==> src/rtl/ads8528_par_ctrl_if.sv <==
// ADS8528 parallel-bus pins plus the tagged sample stream and status flags.
// master = controller side, slave = ADC/consumer side.
interface ads8528_par_ctrl_if;
   logic        enable;
   logic        busy;
   logic [15:0] db_in;
   logic [15:0] db_out;
   logic        db_oe;
   logic        cs_n;
   logic        wr_n;
   logic        rd_n;
   logic [3:0]  convst;
   logic        hw_n;
   logic        par_n;
   logic        stby_n;
   logic [15:0] s_data;
   logic [2:0]  s_ch;
   logic        s_last;
   logic        s_valid;
   logic        s_ready;
   logic        cfg_done;
   logic        overrun;
   logic        timeout_err;

   modport master (
      input  enable, busy, db_in, s_ready,
      output db_out, db_oe, cs_n, wr_n, rd_n, convst, hw_n, par_n, stby_n,
      output s_data, s_ch, s_last, s_valid, cfg_done, overrun, timeout_err
   );

   modport slave (
      output enable, busy, db_in, s_ready,
      input  db_out, db_oe, cs_n, wr_n, rd_n, convst, hw_n, par_n, stby_n,
      input  s_data, s_ch, s_last, s_valid, cfg_done, overrun, timeout_err
   );
endinterface

==> src/rtl/ads8528_par_ctrl.sv <==
// ADS8528 parallel-mode controller: CONFIG write after reset, then periodic
// CONVST / BUSY / RD_N frames whose results leave on a valid/ready stream.
module ads8528_par_ctrl #(
   parameter int          NUM_CH      = 8,
   parameter int          SAMPLE_DIV  = 1000,
   parameter logic [31:0] CFG_WORD    = 32'h8000_03FF,
   parameter int          WR_LOW_CYC  = 2,
   parameter int          RD_LOW_CYC  = 2,
   parameter int          RD_HIGH_CYC = 2,
   parameter int          CONVST_CYC  = 2,
   parameter int          BUSY_TO     = 255
) (
   input logic                clk,
   input logic                rst,
   ads8528_par_ctrl_if.master bus
);
   localparam int CNT_W = 16;
   localparam int TMR_W = $clog2(SAMPLE_DIV);

   typedef logic [CNT_W-1:0] cnt_t;

   localparam cnt_t             WR_LAST   = cnt_t'(WR_LOW_CYC);
   localparam cnt_t             WR_END    = cnt_t'(WR_LOW_CYC + 1);
   localparam cnt_t             CONV_END  = cnt_t'(CONVST_CYC - 1);
   localparam cnt_t             RD_LO_END = cnt_t'(RD_LOW_CYC - 1);
   localparam cnt_t             RD_HI_END = cnt_t'(RD_HIGH_CYC - 1);
   localparam cnt_t             TO_END    = cnt_t'(BUSY_TO - 1);
   localparam logic [2:0]       LAST_CH   = 3'(NUM_CH - 1);
   localparam logic [TMR_W-1:0] TMR_END   = TMR_W'(SAMPLE_DIV - 1);

   typedef enum logic [2:0] {
      CFG_HI, CFG_LO, IDLE, CONV, WAIT_BH, WAIT_BL, RD_LO, RD_HI
   } state_t;

   state_t           state_q, state_d;
   cnt_t             cnt_q, cnt_d;
   logic [2:0]       idx_q, idx_d;
   logic             act_q;
   logic [TMR_W-1:0] tmr_q;
   logic             tick, out_free, in_cfg;
   logic             cap, to_hit, cfg_end;

   logic [15:0]      s_data_q;
   logic [2:0]       s_ch_q;
   logic             s_last_q, s_valid_q;
   logic             cfg_done_q, overrun_q, timeout_q;

   assign tick     = cfg_done_q && (tmr_q == TMR_END);
   // the output register is free if empty or being accepted this edge
   assign out_free = !s_valid_q || bus.s_ready;
   assign in_cfg   = act_q && (state_q == CFG_HI || state_q == CFG_LO);

   always_ff @(posedge clk) begin
      if (!rst) begin
         state_q    <= CFG_HI;
         cnt_q      <= '0;
         idx_q      <= '0;
         act_q      <= 1'b0;
         tmr_q      <= '0;
         s_data_q   <= '0;
         s_ch_q     <= '0;
         s_last_q   <= 1'b0;
         s_valid_q  <= 1'b0;
         cfg_done_q <= 1'b0;
         overrun_q  <= 1'b0;
         timeout_q  <= 1'b0;
      end else begin
         act_q   <= 1'b1;
         state_q <= state_d;
         cnt_q   <= cnt_d;
         idx_q   <= idx_d;
         if (cfg_done_q)
            tmr_q <= (tmr_q == TMR_END) ? '0 : tmr_q + 1'b1;
         if (cfg_end)
            cfg_done_q <= 1'b1;
         if (tick && state_q != IDLE)
            overrun_q <= 1'b1;
         if (to_hit)
            timeout_q <= 1'b1;
         if (cap) begin
            s_data_q  <= bus.db_in;
            s_ch_q    <= idx_q;
            s_last_q  <= (idx_q == LAST_CH);
            s_valid_q <= 1'b1;
         end else if (s_valid_q && bus.s_ready) begin
            s_valid_q <= 1'b0;
         end
      end
   end

   // act_q holds the FSM for the first cycle out of reset so pins stay idle
   // while rst is low, then config starts with its data setup cycle.
   always_comb begin
      state_d = state_q;
      cnt_d   = cnt_q;
      idx_d   = idx_q;
      cap     = 1'b0;
      to_hit  = 1'b0;
      cfg_end = 1'b0;
      if (act_q) begin
         case (state_q)
            CFG_HI, CFG_LO: begin
               if (cnt_q == WR_END) begin
                  cnt_d = '0;
                  if (state_q == CFG_HI) begin
                     state_d = CFG_LO;
                  end else begin
                     state_d = IDLE;
                     cfg_end = 1'b1;
                  end
               end else begin
                  cnt_d = cnt_q + 1'b1;
               end
            end
            IDLE: begin
               if (tick && bus.enable) begin
                  state_d = CONV;
                  cnt_d   = '0;
                  idx_d   = '0;
               end
            end
            CONV: begin
               if (cnt_q == CONV_END) begin
                  state_d = WAIT_BH;
                  cnt_d   = '0;
               end else begin
                  cnt_d = cnt_q + 1'b1;
               end
            end
            WAIT_BH: begin
               if (bus.busy) begin
                  state_d = WAIT_BL;
                  cnt_d   = '0;
               end else if (cnt_q == TO_END) begin
                  state_d = IDLE;
                  cnt_d   = '0;
                  to_hit  = 1'b1;
               end else begin
                  cnt_d = cnt_q + 1'b1;
               end
            end
            WAIT_BL: begin
               // after BUSY falls, wait here (not timing) until the output is free
               if (!bus.busy) begin
                  if (out_free) begin
                     state_d = RD_LO;
                     cnt_d   = '0;
                  end
               end else if (cnt_q == TO_END) begin
                  state_d = IDLE;
                  cnt_d   = '0;
                  to_hit  = 1'b1;
               end else begin
                  cnt_d = cnt_q + 1'b1;
               end
            end
            RD_LO: begin
               if (cnt_q == RD_LO_END) begin
                  cap     = 1'b1;
                  state_d = RD_HI;
                  cnt_d   = '0;
               end else begin
                  cnt_d = cnt_q + 1'b1;
               end
            end
            RD_HI: begin
               if (cnt_q < RD_HI_END) begin
                  cnt_d = cnt_q + 1'b1;
               end else if (idx_q == LAST_CH) begin
                  state_d = IDLE;
                  cnt_d   = '0;
               end else if (out_free) begin
                  idx_d   = idx_q + 1'b1;
                  state_d = RD_LO;
                  cnt_d   = '0;
               end
            end
         endcase
      end
   end

   assign bus.cs_n        = !act_q || (state_q == IDLE);
   assign bus.wr_n        = !(in_cfg && cnt_q != '0 && cnt_q <= WR_LAST);
   assign bus.db_oe       = in_cfg;
   assign bus.db_out      = !in_cfg             ? 16'h0000 :
                            (state_q == CFG_HI) ? CFG_WORD[31:16] : CFG_WORD[15:0];
   assign bus.rd_n        = !(act_q && state_q == RD_LO);
   assign bus.convst      = (act_q && state_q == CONV) ? 4'hF : 4'h0;
   assign bus.hw_n        = 1'b1;
   assign bus.par_n       = 1'b0;
   assign bus.stby_n      = 1'b1;
   assign bus.s_data      = s_data_q;
   assign bus.s_ch        = s_ch_q;
   assign bus.s_last      = s_last_q;
   assign bus.s_valid     = s_valid_q;
   assign bus.cfg_done    = cfg_done_q;
   assign bus.overrun     = overrun_q;
   assign bus.timeout_err = timeout_q;
endmodule

==> src/flat_wrapper.sv <==
// flat-port wrapper written by rule: the top's interface ports become plain ports
module ads8528_par_ctrl_flat 
#(
   parameter int          NUM_CH      = 8,
   parameter int          SAMPLE_DIV  = 1000,
   parameter logic [31:0] CFG_WORD    = 32'h8000_03FF,
   parameter int          WR_LOW_CYC  = 2,
   parameter int          RD_LOW_CYC  = 2,
   parameter int          RD_HIGH_CYC = 2,
   parameter int          CONVST_CYC  = 2,
   parameter int          BUSY_TO     = 255
)
  (clk, rst, bus_enable, bus_busy, bus_db_in, bus_s_ready, bus_db_out, bus_db_oe, bus_cs_n, bus_wr_n, bus_rd_n, bus_convst, bus_hw_n, bus_par_n, bus_stby_n, bus_s_data, bus_s_ch, bus_s_last, bus_s_valid, bus_cfg_done, bus_overrun, bus_timeout_err);
  ads8528_par_ctrl_if bus_i ();
  input logic clk;
  input logic rst;
  input wire logic [$bits(bus_i.enable)-1:0] bus_enable;
  input wire logic [$bits(bus_i.busy)-1:0] bus_busy;
  input wire logic [$bits(bus_i.db_in)-1:0] bus_db_in;
  input wire logic [$bits(bus_i.s_ready)-1:0] bus_s_ready;
  output wire logic [$bits(bus_i.db_out)-1:0] bus_db_out;
  output wire logic [$bits(bus_i.db_oe)-1:0] bus_db_oe;
  output wire logic [$bits(bus_i.cs_n)-1:0] bus_cs_n;
  output wire logic [$bits(bus_i.wr_n)-1:0] bus_wr_n;
  output wire logic [$bits(bus_i.rd_n)-1:0] bus_rd_n;
  output wire logic [$bits(bus_i.convst)-1:0] bus_convst;
  output wire logic [$bits(bus_i.hw_n)-1:0] bus_hw_n;
  output wire logic [$bits(bus_i.par_n)-1:0] bus_par_n;
  output wire logic [$bits(bus_i.stby_n)-1:0] bus_stby_n;
  output wire logic [$bits(bus_i.s_data)-1:0] bus_s_data;
  output wire logic [$bits(bus_i.s_ch)-1:0] bus_s_ch;
  output wire logic [$bits(bus_i.s_last)-1:0] bus_s_last;
  output wire logic [$bits(bus_i.s_valid)-1:0] bus_s_valid;
  output wire logic [$bits(bus_i.cfg_done)-1:0] bus_cfg_done;
  output wire logic [$bits(bus_i.overrun)-1:0] bus_overrun;
  output wire logic [$bits(bus_i.timeout_err)-1:0] bus_timeout_err;
  assign bus_i.enable = bus_enable;
  assign bus_i.busy = bus_busy;
  assign bus_i.db_in = bus_db_in;
  assign bus_i.s_ready = bus_s_ready;
  assign bus_db_out = bus_i.db_out;
  assign bus_db_oe = bus_i.db_oe;
  assign bus_cs_n = bus_i.cs_n;
  assign bus_wr_n = bus_i.wr_n;
  assign bus_rd_n = bus_i.rd_n;
  assign bus_convst = bus_i.convst;
  assign bus_hw_n = bus_i.hw_n;
  assign bus_par_n = bus_i.par_n;
  assign bus_stby_n = bus_i.stby_n;
  assign bus_s_data = bus_i.s_data;
  assign bus_s_ch = bus_i.s_ch;
  assign bus_s_last = bus_i.s_last;
  assign bus_s_valid = bus_i.s_valid;
  assign bus_cfg_done = bus_i.cfg_done;
  assign bus_overrun = bus_i.overrun;
  assign bus_timeout_err = bus_i.timeout_err;
  ads8528_par_ctrl #(.NUM_CH(NUM_CH), .SAMPLE_DIV(SAMPLE_DIV), .CFG_WORD(CFG_WORD), .WR_LOW_CYC(WR_LOW_CYC), .RD_LOW_CYC(RD_LOW_CYC), .RD_HIGH_CYC(RD_HIGH_CYC), .CONVST_CYC(CONVST_CYC), .BUSY_TO(BUSY_TO)) u_core (.clk(clk), .rst(rst), .bus(bus_i));
endmodule
==> config.mk <==
export PLATFORM = sky130hd
export DESIGN_NAME = ads8528_par_ctrl_flat
export DESIGN_NICKNAME = d
export VERILOG_FILES = /design/src/rtl/ads8528_par_ctrl_if.sv /design/src/rtl/ads8528_par_ctrl.sv /design/src/flat_wrapper.sv
export SDC_FILE = /design/constraint.sdc
export NUM_CORES = 1
export LEC_CHECK = 0
export CORE_MARGIN = 1.5
export CORE_UTILIZATION = 50
export DETAILED_ROUTE_END_ITERATION = 6
export PLACE_DENSITY = 0.85
export SETUP_SLACK_MARGIN = 0.2
export SYNTH_ARGS = -nofsm -noshare
export SYNTH_HDL_FRONTEND = slang
export SYNTH_SLANG_ARGS = --single-unit
==> constraint.sdc <==
create_clock -name clk -period 4.2 [get_ports clk]
set_clock_uncertainty 0.05 [all_clocks]
set_input_delay 0.63 -clock clk [delete_from_list [all_inputs] [get_ports clk]]
set_output_delay 0.63 -clock clk [all_outputs]
set_load 0.05 [all_outputs]
==> summary.md <==
| Metric | Value |
|---|---|
| Status | complete, no violations |
| Most area-hungry cell type in the Yosys netlist | sky130_fd_sc_hd__dfxtp_1 |
| Top area cells in the synthesized netlist | sky130_fd_sc_hd__dfxtp_1 39%, sky130_fd_sc_hd__nand2_1 7.5%, sky130_fd_sc_hd__buf_4 5.6% |
| Worst-path cell chain | or4_4 > nor4b_2 > o2111ai_1 > clkdlybuf4s50_1 |
| Fraction of the yosys area taken by sequential cells | around two fifths |
| Clock transition at the registers of the reported paths | approximately 60 ps |
| Primary FF master, synth | sky130_fd_sc_hd__dfxtp_1 |
| GR Layer Usage met2 | between 30% and 40% |
| Number of buffers created by CTS | 9 |
| Initial antenna violation count | 0 |
| Min-Delay Startpoint | u_core.bus.s_last |
| Via-to-Cell Ratio | roughly 5.5 |
| Overall global routing resource usage | around 22% |
| DRT iter0 DRCs | between 150 and 200 |
| Fraction of registers with async set or reset after synthesis | 0% |
| Row cnt | 27 |
| Synth Instances | about 370 |
| Element type at the critical path end | output port |
| Initial cell density of the core | between 50% and 60% |
| WP buf/inv | 1 |
| MaxCap Viol Count | 0 |
| Number of hold-repair buffers added at the cts stage | 0 |
| Post-layout minimum cycle time | approximately 3200 ps |
| Worst reg2reg path endpoint | u_core.cnt_q[5] |
| Reg-to-reg critical path startpoint | u_core.cnt_q[11] |
| Die W | 79.9 µm |
| Most frequent cells in the layout | 63 x sky130_fd_sc_hd__clkdlybuf4s50_1, 59 x sky130_fd_sc_hd__nand2_1, 57 x sky130_fd_sc_hd__dfxtp_1 |
| R2R cell count | 7 |
| Required time of the worst setup path | approximately 3500 ps |
| Instance area after placement | 0.00350 mm² |
| Antenna Diode Count | 0 |
| Summed instance area of the synthesized netlist | between 0.002 and 0.003 mm² |
| Most utilized layer in the global route result | met2 |
| Worst stage delay on the critical path | between 700 and 800 ps |
| WP data arrival | between 2000 and 2500 ps |
| Launching element type of the critical path | flip-flop |
| Area taken by flip-flops and latches | approximately 0.0011 mm² |
| Minimum setup slack among reg-to-reg paths | about 1400 ps |
| Number of gates resized after CTS | 0 |
| Clock tree from TritonCTS | yes |
| RD Place Congestion | just over 0.9 |
| Type of the tightest min-delay check | flip-flop to flip-flop |
| Final design area excluding fillers | roughly 0.0037 mm² |
| Register bit count reported by yosys | 57 |
| Post-synth EDFFs | 0 |
| Most common library cell in the layout ignoring fill and taps | sky130_fd_sc_hd__clkdlybuf4s50_1 |
| Tightest hold margin | between 400 and 500 ps |
| Post-synth cell types | 55 |
| End point of the most critical hold path | u_core.bus.s_last |
| H-Tree Level Count | 3 |
| Unrepaired setup endpoints after global routing | false |
| Transition at the pin with the smallest max-transition slack | 877 ps |
| Area growth from synthesis to layout | 25.4% |
| Aggregate global routing overflow | 0 |
| Post-DP HPWL | a little under 5 mm |
| Area of the core | 0.00561 mm² |
| Io pins | a little over 70 |
| Fin. max-slew vios | 0 |
| Overall routed net length | approximately 6.7 mm |
| CP top delay family | simple AND/OR/NAND/NOR gates |
| Mapped Avg Cell Area | 8.09 µm² |
| Yosys warning count | 0 |
| Wire length of the first global-routing pass | approximately 11 mm |
| Slew margin rel. | 41.0% |
| Quantity of I/O buffers inserted on ports | 63 |
| Cells on Worst Hold Path | 2 |
| Number of endpoints failing setup at the final stage | 0 |
| Crit Path Category | flip-flop to output port |
| Power density normalized to cell area | 322 mW/mm² |
| Number of iterations in the first detailed-routing pass | 4 |
| Clock Sinks | 57 |
| Largest driver fanout on the critical path | 5 |
| GR Layer Usage met1 | roughly a quarter |
| Multi-input gate area in the final layout | 0.00157 mm² |
| Via count of the first global-routing pass | approximately 2500 |
| Final net count | around 440 |
| Worst-path cell with the longest stage delay | sky130_fd_sc_hd__clkdlybuf4s50_1 |
| Filler cells | 449 |
| Count of final hold-check violations | 0 |
| Maximum clock rate | roughly 320 MHz |
| Worst ir drop on vdd | between 0.2 and 0.25 mV |
| Number of antenna-violating nets in the routed design | 0 |
| Clock Path Buffers | 2 |
| Maximum number of pins on one net before global-route repair | 32 |
| Remaining design rule violation count | 0 |
| Die footprint | roughly 0.0064 mm² |
| Number of vias in the routed layout | roughly 2700 |
| Master cell of the clock root buffer | sky130_fd_sc_hd__clkbuf_8 |
| Setup fix buffers added after clock tree synthesis | 0 |
| Static Leakage | between 1 and 1.5 nW |
| Share of layout cells above drive strength 1 | approximately 6.5% |
| Fin crit share | about three quarters |
| Detail-routed net length per standard cell | between 10 and 15 µm |
| Setup TNS | 0 ps |
| Clock latency of the later-clocked register in the worst-skew pair | approximately 340 ps |
| Vertical die dimension | 79.9 µm |
| Area share of the leading cell type in the synthesized netlist | 38.5% |
| Global-route track usage on met3 | between 5 and 6% |
## how the worst max path moves through the flow
| stage | startpoint | endpoint | slack [ps] | depth (start not counted) |
|---|---|---|---|---|
| floorplan | u_core.bus.cfg_done | u_core.cnt_q[5] | 1500 | 8 |
| finish | u_core.cnt_q[11] | bus_wr_n | 1030 | 4 |
| global placement | u_core.cnt_q[11] | bus_wr_n | 1390 | 4 |
| CTS | u_core.cnt_q[11] | bus_wr_n | 1010 | 4 |
| global route | u_core.cnt_q[5] | bus_wr_n | 960 | 4 |
| detailed placement | u_core.cnt_q[11] | bus_wr_n | 1380 | 4 |
## registers in the layout, indices dropped and copies added, names as in the netlist, 3 cells and up
| name | count |
|---|---|
| u_core.tmr_q | 10 |
| u_core.bus.s_ch | 3 |
| u_core.cnt_q | 16 |
| u_core.bus.s_data | 16 |
| u_core.idx_q | 3 |
| u_core.state_q | 3 |
## cell families (layout without fill, tap and decap cells)
logic type / Yosys count / in the layout / share of synthesized area (%)
xor+xnor: 9 / 9 / 2.66
simple gates: 154 / 154 / 26.0
fa+ha+maj: 8 / 8 / 3.30
buf+inv: 47 / 93 / 9.04
mux: 3 / 3 / 1.06
other cells: 2 / 8 / 0.254
compound gates: 86 / 86 / 19.1
flops: 57 / 57 / 38.5
## power breakdown
| group | total, W | internal, W | switching [W] |
|---|---|---|---|
| logic | 0.000102 | 0.0000380 | 0.0000641 |
| clock network | 0.000545 | 0.000330 | 0.000215 |
| registers | 0.000548 | 0.000543 | 0.00000455 |
| total | 0.00120 | 0.000912 | 0.000284 |
## per-stage QoR
step                      cells  worst slack (ps)  total power (W)  utilization (%)
after floorplan             372              1500         0.000631                -
after global placement      474              1390         0.000660             62.5
after detailed placement    474              1380         0.000661             62.5
after CTS                   490              1010          0.00121             66.2
after global routing        490               959          0.00124             66.2
final                       490              1030          0.00120             66.2
## metal layers
layer	part of all wire, %	routed length (µm)
met3	6.7	453
met4	2.5	170
met1	43	2870
met2	48	3250
met5	0	0
## synthesized netlist by cell type, drive strengths merged, types with 2 or more instances
cell / count
nand2: 59
dfxtp: 57
a21oi: 32
buf: 25
nor2: 24
o21ai: 18
nand3: 17
clkbuf: 12
inv: 10
a22o: 8
and3: 7
ha: 7
o21a: 7
nand2b: 6
nor2b: 6
nor3: 6
nor4: 6
xor2: 6
or4: 5
nand4: 4
a31oi: 3
and2: 3
nand3b: 3
or3: 3
xnor2: 3
a211o: 2
a311oi: 2
and4: 2
conb: 2
mux2i: 2
o22ai: 2
o31ai: 2
## area by class of cell
cell class	count	share of cell area, %
tap	72	2.43
clock buffer	10	3.44
sequential	57	30.7
inverter	10	1.01
clock inverter	6	2.22
timing repair buffer	67	17.8
multi-input combinational	268	42.4
## worst min-delay path: cells and delay by family (launching register included)
kind | cells | cell delay (ps)
flops | 1 | 310
simple gates | 1 | 50
compound gates | 1 | 50
No activity file was read; power rests on OpenSTA's default activity.
